### src/rtl/nco_pkg.sv
// Shared types, widths and sanitising helpers for the NCO sweep sequencer.
package nco_pkg;

    localparam int FREQ_W    = 24;
    localparam int PHASE_W   = 7;
    localparam int PHASE_MAX = 100;

    typedef enum logic [1:0] {
        IDLE = 2'd0,
        LOAD = 2'd1,
        RUN  = 2'd2,
        DONE = 2'd3
    } state_t;

    // Frequency words are forced into [1, fmax]; zero would stall the NCO.
    function automatic logic [FREQ_W-1:0] clamp_freq(
        input logic [FREQ_W-1:0] f,
        input int unsigned       fmax
    );
        logic [FREQ_W-1:0] r;
        if (f == '0) begin
            r = FREQ_W'(1);
        end else if ({8'd0, f} > fmax) begin
            r = fmax[FREQ_W-1:0];
        end else begin
            r = f;
        end
        return r;
    endfunction

    // Phase is a percentage; anything above PHASE_MAX is pinned to it.
    function automatic logic [PHASE_W-1:0] clamp_phase(input logic [PHASE_W-1:0] p);
        logic [PHASE_W-1:0] r;
        if (p > PHASE_W'(PHASE_MAX)) begin
            r = PHASE_W'(PHASE_MAX);
        end else begin
            r = p;
        end
        return r;
    endfunction

endpackage

### src/rtl/nco_freq_stepper.sv
// Combinational next-frequency calculation for a linear sweep. Steps towards
// f_stop and saturates on it, including when the add overflows or the
// subtract borrows. last_step flags the final frequency of the sweep.
module nco_freq_stepper
    import nco_pkg::*;
(
    input  logic [FREQ_W-1:0] cur,
    input  logic [FREQ_W-1:0] f_stop,
    input  logic [FREQ_W-1:0] step,
    input  logic              dir_up,
    output logic [FREQ_W-1:0] next_freq,
    output logic              last_step
);

    logic [FREQ_W:0] sum;
    logic [FREQ_W:0] diff;

    // One extra bit on both paths catches overflow and borrow.
    always_comb begin
        sum       = {1'b0, cur} + {1'b0, step};
        diff      = {1'b0, cur} - {1'b0, step};
        // A zero step would never reach f_stop, so treat it as a one-frequency sweep.
        last_step = (cur == f_stop) || (step == '0);
        next_freq = f_stop;
        if (dir_up) begin
            if (sum < {1'b0, f_stop}) begin
                next_freq = sum[FREQ_W-1:0];
            end
        end else begin
            if (!diff[FREQ_W] && (diff[FREQ_W-1:0] > f_stop)) begin
                next_freq = diff[FREQ_W-1:0];
            end
        end
    end

endmodule

### src/rtl/nco_sweep_ctrl.sv
// Chirp sequencer driving NCO en / fre_chtr / pha_chtr. Captures a sanitised
// sweep descriptor on start, holds en low while the start phase loads, then
// steps the frequency every dwell period until f_stop (optionally repeating).
module nco_sweep_ctrl
    import nco_pkg::*;
#(
    parameter int unsigned CLK_FREQUENCY     = 50000000,
    parameter int unsigned FREQ_MAX          = CLK_FREQUENCY / 2,
    parameter int unsigned PHASE_LOAD_CYCLES = 2,
    parameter int unsigned DWELL_WIDTH       = 16
) (
    input  logic                   clk,
    input  logic                   rst_n,
    input  logic                   start,
    input  logic                   abort,
    input  logic [FREQ_W-1:0]      cfg_f_start,
    input  logic [FREQ_W-1:0]      cfg_f_stop,
    input  logic [FREQ_W-1:0]      cfg_f_step,
    input  logic [DWELL_WIDTH-1:0] cfg_dwell,
    input  logic [PHASE_W-1:0]     cfg_phase,
    input  logic                   cfg_repeat,
    output logic                   busy,
    output logic                   done,
    output logic                   nco_en,
    output logic [FREQ_W-1:0]      nco_fre_chtr,
    output logic [PHASE_W-1:0]     nco_pha_chtr
);

    localparam int LOAD_CNT_W = (PHASE_LOAD_CYCLES > 1) ? $clog2(PHASE_LOAD_CYCLES) : 1;
    localparam logic [LOAD_CNT_W-1:0] LOAD_LAST = LOAD_CNT_W'(PHASE_LOAD_CYCLES - 1);

    state_t state_reg, state_next;

    logic [FREQ_W-1:0]      sh_f_start_reg, sh_f_start_next;
    logic [FREQ_W-1:0]      sh_f_stop_reg,  sh_f_stop_next;
    logic [FREQ_W-1:0]      sh_step_reg,    sh_step_next;
    logic [DWELL_WIDTH-1:0] sh_dwell_reg,   sh_dwell_next;
    logic [PHASE_W-1:0]     sh_phase_reg,   sh_phase_next;
    logic                   sh_repeat_reg,  sh_repeat_next;
    logic                   sh_dir_up_reg,  sh_dir_up_next;

    logic [FREQ_W-1:0]      fre_reg,       fre_next;
    logic [PHASE_W-1:0]     pha_reg,       pha_next;
    logic [DWELL_WIDTH-1:0] dwell_cnt_reg, dwell_cnt_next;
    logic [LOAD_CNT_W-1:0]  load_cnt_reg,  load_cnt_next;
    logic                   busy_reg,      busy_next;
    logic                   done_reg,      done_next;
    logic                   en_reg,        en_next;

    logic [FREQ_W-1:0]      cap_f_start;
    logic [FREQ_W-1:0]      cap_f_stop;
    logic [PHASE_W-1:0]     cap_phase;
    logic [DWELL_WIDTH-1:0] cap_dwell;

    logic                   start_ok;
    logic                   load_last;
    logic                   dwell_end;
    logic [FREQ_W-1:0]      step_freq;
    logic                   last_step;

    // Sanitised view of the configuration inputs, used only at capture.
    assign cap_f_start = clamp_freq(cfg_f_start, FREQ_MAX);
    assign cap_f_stop  = clamp_freq(cfg_f_stop, FREQ_MAX);
    assign cap_phase   = clamp_phase(cfg_phase);
    assign cap_dwell   = (cfg_dwell == '0) ? DWELL_WIDTH'(1) : cfg_dwell;

    assign start_ok  = (state_reg == IDLE) && start && !abort;
    assign load_last = (load_cnt_reg == LOAD_LAST);
    assign dwell_end = (dwell_cnt_reg == (sh_dwell_reg - DWELL_WIDTH'(1)));

    nco_freq_stepper u_stepper (
        .cur       (fre_reg),
        .f_stop    (sh_f_stop_reg),
        .step      (sh_step_reg),
        .dir_up    (sh_dir_up_reg),
        .next_freq (step_freq),
        .last_step (last_step)
    );

    // State register.
    always_ff @(posedge clk or negedge rst_n) begin
        if (!rst_n) begin
            state_reg <= IDLE;
        end else begin
            state_reg <= state_next;
        end
    end

    // Next-state logic; abort wins over every other transition.
    always_comb begin
        state_next = state_reg;
        case (state_reg)
            IDLE: if (start_ok) state_next = LOAD;
            LOAD: begin
                if (abort)          state_next = IDLE;
                else if (load_last) state_next = RUN;
            end
            RUN: begin
                if (abort) begin
                    state_next = IDLE;
                end else if (dwell_end && last_step) begin
                    state_next = sh_repeat_reg ? LOAD : DONE;
                end
            end
            DONE:    state_next = IDLE;
            default: state_next = IDLE;
        endcase
    end

    // Output and datapath next values; flags decode the upcoming state so they register with it.
    always_comb begin
        sh_f_start_next = sh_f_start_reg;
        sh_f_stop_next  = sh_f_stop_reg;
        sh_step_next    = sh_step_reg;
        sh_dwell_next   = sh_dwell_reg;
        sh_phase_next   = sh_phase_reg;
        sh_repeat_next  = sh_repeat_reg;
        sh_dir_up_next  = sh_dir_up_reg;
        fre_next        = fre_reg;
        pha_next        = pha_reg;
        dwell_cnt_next  = dwell_cnt_reg;
        load_cnt_next   = load_cnt_reg;
        busy_next       = (state_next == LOAD) || (state_next == RUN);
        en_next         = (state_next == RUN);
        done_next       = (state_next == DONE);
        case (state_reg)
            IDLE: begin
                if (start_ok) begin
                    sh_f_start_next = cap_f_start;
                    sh_f_stop_next  = cap_f_stop;
                    sh_step_next    = cfg_f_step;
                    sh_dwell_next   = cap_dwell;
                    sh_phase_next   = cap_phase;
                    sh_repeat_next  = cfg_repeat;
                    sh_dir_up_next  = (cap_f_stop >= cap_f_start);
                    fre_next        = cap_f_start;
                    pha_next        = cap_phase;
                    load_cnt_next   = '0;
                end
            end
            LOAD: begin
                if (!abort) begin
                    if (load_last) begin
                        dwell_cnt_next = '0;
                    end else begin
                        load_cnt_next = load_cnt_reg + LOAD_CNT_W'(1);
                    end
                end
            end
            RUN: begin
                if (!abort) begin
                    if (dwell_end) begin
                        dwell_cnt_next = '0;
                        if (!last_step) begin
                            fre_next = step_freq;
                        end else if (sh_repeat_reg) begin
                            fre_next      = sh_f_start_reg;
                            pha_next      = sh_phase_reg;
                            load_cnt_next = '0;
                        end
                    end else begin
                        dwell_cnt_next = dwell_cnt_reg + DWELL_WIDTH'(1);
                    end
                end
            end
            default: ;
        endcase
    end

    // Shadow descriptor, counters and registered outputs.
    always_ff @(posedge clk or negedge rst_n) begin
        if (!rst_n) begin
            sh_f_start_reg <= FREQ_W'(1);
            sh_f_stop_reg  <= FREQ_W'(1);
            sh_step_reg    <= '0;
            sh_dwell_reg   <= DWELL_WIDTH'(1);
            sh_phase_reg   <= '0;
            sh_repeat_reg  <= 1'b0;
            sh_dir_up_reg  <= 1'b1;
            fre_reg        <= FREQ_W'(1);
            pha_reg        <= '0;
            dwell_cnt_reg  <= '0;
            load_cnt_reg   <= '0;
            busy_reg       <= 1'b0;
            done_reg       <= 1'b0;
            en_reg         <= 1'b0;
        end else begin
            sh_f_start_reg <= sh_f_start_next;
            sh_f_stop_reg  <= sh_f_stop_next;
            sh_step_reg    <= sh_step_next;
            sh_dwell_reg   <= sh_dwell_next;
            sh_phase_reg   <= sh_phase_next;
            sh_repeat_reg  <= sh_repeat_next;
            sh_dir_up_reg  <= sh_dir_up_next;
            fre_reg        <= fre_next;
            pha_reg        <= pha_next;
            dwell_cnt_reg  <= dwell_cnt_next;
            load_cnt_reg   <= load_cnt_next;
            busy_reg       <= busy_next;
            done_reg       <= done_next;
            en_reg         <= en_next;
        end
    end

    assign busy         = busy_reg;
    assign done         = done_reg;
    assign nco_en       = en_reg;
    assign nco_fre_chtr = fre_reg;
    assign nco_pha_chtr = pha_reg;

endmodule

### config.mk
export PLATFORM = sky130hd
export DESIGN_NAME = nco_sweep_ctrl
export DESIGN_NICKNAME = d
export VERILOG_FILES = /design/src/rtl/nco_pkg.sv /design/src/rtl/nco_freq_stepper.sv /design/src/rtl/nco_sweep_ctrl.sv
export SDC_FILE = /design/constraint.sdc
export NUM_CORES = 1
export LEC_CHECK = 0
export BUFFER_PORTS_ARGS = -buffer_cell sky130_fd_sc_hd__buf_2
export CAP_MARGIN = 20
export CORE_UTILIZATION = 51
export CTS_CLUSTER_SIZE = 14
export DETAILED_ROUTE_END_ITERATION = 10
export PLACE_DENSITY = 0.76
export SETUP_SLACK_MARGIN = 0.15
export SLEW_MARGIN = 20
export SYNTH_ARGS = -nofsm -noshare
export SYNTH_HDL_FRONTEND = slang
export SYNTH_HIERARCHICAL = 1
export SYNTH_SLANG_ARGS = --single-unit
### constraint.sdc
create_clock -name clk -period 10.9 [get_ports clk]
set_input_delay 0.545 -clock clk [delete_from_list [all_inputs] [get_ports clk]]
set_output_delay 0.545 -clock clk [all_outputs]
set_load 0.05 [all_outputs]
Yosys cells after proc, flatten, opt, wreduce, memory -nomap -nowiden
Cells that the tools add are included.
{"block": "classes", "add_sub_neg": 5, "order_cmp": 4, "n_eq_ne": 16, "mux": 39, "reduce_logical": 21}
{"cell": "$mux W24", "count": 10}
{"cell": "$mux W16", "count": 5}
{"cell": "$logic_not A24 Y1", "count": 3}
{"cell": "$pmux W24 S2", "count": 1}
{"cell": "$mux W7", "count": 6}
{"cell": "$pmux W16 S2", "count": 1}
{"cell": "$add A24 B24 Y25", "count": 1}
{"cell": "$lt A25 B24 Y1", "count": 1}
{"cell": "$sub A24 B24 Y25", "count": 1}
{"cell": "$eq A24 B24 Y1", "count": 1}
{"cell": "$ge A24 B24 Y1", "count": 1}
{"cell": "$gt A24 B24 Y1", "count": 1}
{"cell": "$add A16 B1 Y16 const B", "count": 1}
{"cell": "$eq A16 B16 Y1", "count": 1}
{"cell": "$logic_not A16 Y1", "count": 1}
{"cell": "$sub A16 B1 Y16 const B", "count": 1}
{"cell": "$ne A2 B2 Y1 const B", "count": 7}
{"cell": "$pmux W7 S2", "count": 1}
{"cell": "$mux W2", "count": 6}
{"cell": "$eq A2 B2 Y1 const B", "count": 4}
{"cell": "$pmux W2 S4", "count": 1}
{"cell": "$gt A7 B7 Y1 const B", "count": 1}
{"cell": "$mux W1", "count": 7}
{"cell": "$reduce_and A7 Y1", "count": 1}
{"cell": "other kinds (14)", "count": 21}
{"block": "totals", "register_bits": 150, "in_bits": 100, "output_inout_bits": 34, "elab_cells": 100}

Depth between registers and ports, before layout
{"block": "logic_depth", "word_depth": 9, "depth_mapped": 24}

By module
Netlist, hierarchy kept.
{"mod": "nco_sweep_ctrl", "n_inst": 1, "cells_each": 828, "area_per_inst_um2": 7623.6, "seq_area_each_um2": 3759.9}
{"mod": "nco_freq_stepper", "n_inst": 1, "cells_each": 668, "area_per_inst_um2": 4718.3, "seq_area_each_um2": 0.0}

Least setup slack after synthesis
Ideal clock, no wire load.
{"block": "synth_path", "path_type": "reg-to-reg", "from": "reg fre_reg[2] (netlist: nco_fre_chtr[2])", "to": "reg fre_reg[11] (netlist: nco_fre_chtr[11])", "arrival_ps": 4867, "t_required_ps": 10774, "setup_slack_ps": 5907, "stages_incl_launch_ff": 23, "n_path_buf": 2, "synth_period_minus_slack_ps": 4993, "path_cell_list": "dfrtp_1 > ha_1 > buf_6 > nor2b_4 > o31a_1 > o31a_1 > o21ai_2 > nand3_2 > a41o_4 > a211oi_4 > xnor2_1 > ha_1 > nand4_1 > nor2_1 > and3b_1 > a2bb2oi_1 > o21ai_0 > a21oi_2 > a21oi_4 > buf_6 > a221o_1 > mux2_2 > a221o_1"}
{"block": "synth_between", "elab_chain_len": 9, "elab_cells_between_ends": 17, "cone_classes": "add/sub (2); order compare (2); eq/ne (2); mux (7); reduce/logical (4)"}
{"element": "start, declared", "line_no": "nco_sweep_ctrl.sv:42", "rtl": "logic [FREQ_W-1:0] fre_reg, fre_next;"}
{"element": "start signal, assigned", "line_no": "nco_sweep_ctrl.sv:195", "rtl": "fre_reg <= fre_next;"}
{"element": "$sub A24 B24 Y25", "line_no": "nco_freq_stepper.sv:21", "rtl": "diff = {1'b0, cur} - {1'b0, step};"}
{"element": "$gt A24 B24 Y1 or $logic_not A1 Y1 (tied branches)", "line_no": "nco_freq_stepper.sv:30", "rtl": "if (!diff[FREQ_W] && (diff[FREQ_W-1:0] > f_stop)) begin"}
{"element": "$logic_and A1 B1 Y1", "line_no": "nco_freq_stepper.sv:30"}
{"element": "$mux W24", "line_no": "nco_freq_stepper.sv:30"}
{"element": "$mux W24 (*)", "line_no": "nco_freq_stepper.sv:25", "rtl": "if (dir_up) begin"}
{"element": "net step_freq[11]", "line_no": "nco_sweep_ctrl.sv:58", "rtl": "logic [FREQ_W-1:0] step_freq;"}
{"element": "$mux W24 (*)", "line_no": "nco_sweep_ctrl.sv:154", "rtl": "if (!last_step) begin"}
{"element": "$mux W24 (*)", "line_no": "nco_sweep_ctrl.sv:152", "rtl": "if (dwell_end) begin"}
{"element": "$mux W24 (*)", "line_no": "nco_sweep_ctrl.sv:151", "rtl": "if (!abort) begin"}
{"element": "$pmux W24 S2 (*)", "line_no": "nco_sweep_ctrl.sv:126", "rtl": "case (state_reg)"}
The timed path passes the listed nets; every way through them passes the cells marked *. The select of a mux whose other input is x is not followed.
A chain may end at the register's enable or synchronous reset.

Final worst setup path
{"block": "layout_path", "from": "reg fre_reg[9] (netlist: nco_fre_chtr[9])", "to": "reg fre_reg[22] (netlist: nco_fre_chtr[22])"}
Same word-level chain as after synthesis.

==> results.toml <==
[yosys]
synth_edf_count = 0
synthTopCellsByArea = "dfrtp_1 29%, ha_1 12%, nand2_1 8.7%"
syn_avg_cell_area_sq_um = 8.25
yosysTopAreaCell = "dfrtp_1"
yosysWarnings = 6
synthCells = 1496
synthDistinctLibCells = 93
ys_ff_latch = 150
seq_area_frac_synth = 0.305
netlist_area_sq_mm = 0.0123
synthFlopType = "dfrtp_1"
synth.top_cell.area_share = 0.294
async_flop_share = 1.00
synth_nets = 1721

[grt]
antenna_found_initial = 0
grt_pass1_wl_mm = 59.1
grt_usage = 0.315
overflow = 0
first_global_vias = 10500
grt_max_degree = 85

[die]
die-area_sq_mm = 0.0248
io_pins = 134
core_sq_mm = 0.0236
die_w_um = 158
chipHeight_um = 158
start_util = 0.523
num_rows = 56

[power_and_ir_drop]
net-switching-power_uw = 1950
power_uw = 3870
ir_drop_uv = 119
seqPwrFrac = 0.227
swShare = 0.504
p_comb_frac = 0.617
clockPowerShare = 0.157
power.internal_uw = 1920
p_per_area_mw_per_mm2 = 282
leakage_uw = 0.00679

[timing]
slew_headroom = 0.242
tightest_slew_ns = 1.13
finalHoldViolCount = 0
drv_slew = 0
setup_tns_ns = 0
max_freq_ghz = 0.149
setup_viol = 0
finClkSkew_ns = 0.0180
rsz0062_at_grt = "no"
fin_crit_ns = 6.70
post-route-period-util = 0.614
setup_ws_ns = 4.20

[detailed_routing]
viasPerCell = 6.00
firstDrtPassIters = 6
dr_total_vias = 11400
wl_mm = 38.1
wl_per_cell_um = 20.0
drt_iter0_markers = 1024
ant_nets = 0
drc = 0

[place]
place_ws_ns = 4.35
placed_area_sq_mm = 0.0131
gp_congestion = 0.978
port_buffers = 133
dpl.hpwl_mm = 29.1

[run]
max_cap_viol_count = 0

[setup_path]
cp-start-kind = "register"
crit_start = "nco_fre_chtr[9]"
cp.required_ns = 11.23
reg2reg_depth = 20
path_max_fanout = 15
crit_type = "register to register"
worstPathArrival_ns = 7.03
timing.rr.end = "nco_fre_chtr[22]"
reg2reg_from = "nco_fre_chtr[9]"
crit_path_end = "nco_fre_chtr[22]"
end_kind = "register"
regToRegSetupSlack_ns = 4.20

[finish]
nFillCells = 2162
area_growth_pct = 11.1
seqCellArea_sq_mm = 0.00376
nets = 1793
multiInputGateArea_sq_mm = 0.00787
n_antenna_cell = 0
drive_above_1_share = 0.157
stdcell_area_sq_mm = 0.0137

[clocking]
cts_root_buf = "clkbuf_16"
post_cts_buffers = 0
htreeDepth = 4
clk_latency_ns = 0.45
hold_buffers = 0
cts_num_sinks = 150
cts.repair.resized = 0
clock_path_buffers = 2
path_clk_slew_ns = 0.08
cts_tree = "yes"
cts_buffers = 17

[worst_hold_path]
hold_class = "input port to async pin"

[run_status]
status = "finished clean"
## metrics by stage
step           hold slack, ns  instances   util
3_5_place_dp            0.463       1868  0.556
4_1_cts                 0.203       1900  0.581
6_report                0.175       1900  0.581
2_1_floorplan           0.249       1496      -
3_3_place_gp            0.453       1868  0.556
5_1_grt                 0.250       1900  0.581
## layout make-up
| type | instances | share of cell area |
|---|---|---|
| clock buffers | 17 | 0.0310 |
| flip-flops and latches | 150 | 0.274 |
| clock inverters | 15 | 0.0127 |
| inverters | 101 | 0.0276 |
| multi-input cells | 1160 | 0.574 |
| repair buffers | 138 | 0.0517 |
| well taps | 319 | 0.0291 |
## worst max-delay path, stage by stage (launching register included)
cell and delay (ns):
dfrtp_1 0.47, ha_1 0.52, nand3_1 0.20, or2_0 0.29, a2111oi_2 0.36, o31ai_2 0.19
a2111oi_0 0.67, nor4_1 0.12, xnor2_1 0.18, ha_1 0.33, nand2_1 0.05, o21ai_0 0.44
a211oi_1 0.11, a2bb2oi_1 0.18, o21ai_0 0.17, a21oi_2 0.76, and2_1 0.61, a32oi_1 0.19
nor4b_4 0.17, mux2_2 0.27, a221o_1 0.31
## placed cells by master, fill, tap and decap left out, types with 7 or more instances in the layout
cell       synthesis  routed
o21bai_1           8       8
dfrtp_1          145     145
o21ai_0           59      58
a21o_1            45      45
nor4_1            33      33
nand4_1           26      26
a21oi_1           59      59
nor3_1            29      29
o21a_1             9       9
nor2b_1           12      12
xnor2_1           67      67
clkbuf_16          0      17
and3_1            11      11
nand2b_1          14      14
a211oi_1           7       7
mux2_2            34      34
ha_1             123     123
buf_2             18     132
and2_1             8       7
nor2_1           109     109
nand3_1           21      21
mux2i_1            7       7
o211ai_1           9       9
a31oi_1           13      13
nand2_1          286     285
inv_1            100     100
or2_2              7       7
a221o_1           30      30
xor2_1            30      30
## metal layers
layer	GRT usage	wire, um
met5	0	0
met4	0.110	983
met3	0.0523	3170
met2	0.449	15900
met1	0.474	18100
## Yosys cell counts, drive strengths merged, types with 32 or more instances
cell type	n
inv	101
dfrtp	145
nor4	36
nor2	109
mux2	35
o21ai	63
xnor2	67
a21o	46
a21oi	63
nand2	286
nor3	32
ha	123
clkbuf	56
## power by group through the flow
stage | Combinational, uW | Clock [uW] | Sequential [uW]
after floorplan | 1650 | 0 | 921
after global placement | 2280 | 0 | 874
after detailed placement | 2300 | 0 | 881
after CTS | 2320 | 614 | 872
after global routing | 2580 | 636 | 894
final | 2390 | 606 | 878
## worst min path at each step
stage                                    end  slack, ns  cells after the start
after global placement    sh_f_start_reg[17]       0.45                      1
after CTS                     sh_step_reg[0]       0.20                      1
after global routing          sh_step_reg[3]       0.25                      1
after detailed placement  sh_f_start_reg[12]       0.46                      1
after floorplan                         busy       0.25                      0
final                         sh_step_reg[3]       0.17                      1
## kinds of logic after synthesis
family                   synth area share
adder cells (fa/ha/maj)             0.128
buffers and inverters              0.0599
multiplexers                       0.0376
AO/OA/AOI/OAI                       0.177
XOR/XNOR                           0.0688
AND/OR/NAND/NOR                     0.224
flip-flops                          0.305
Power figures use the tool's default switching activity.
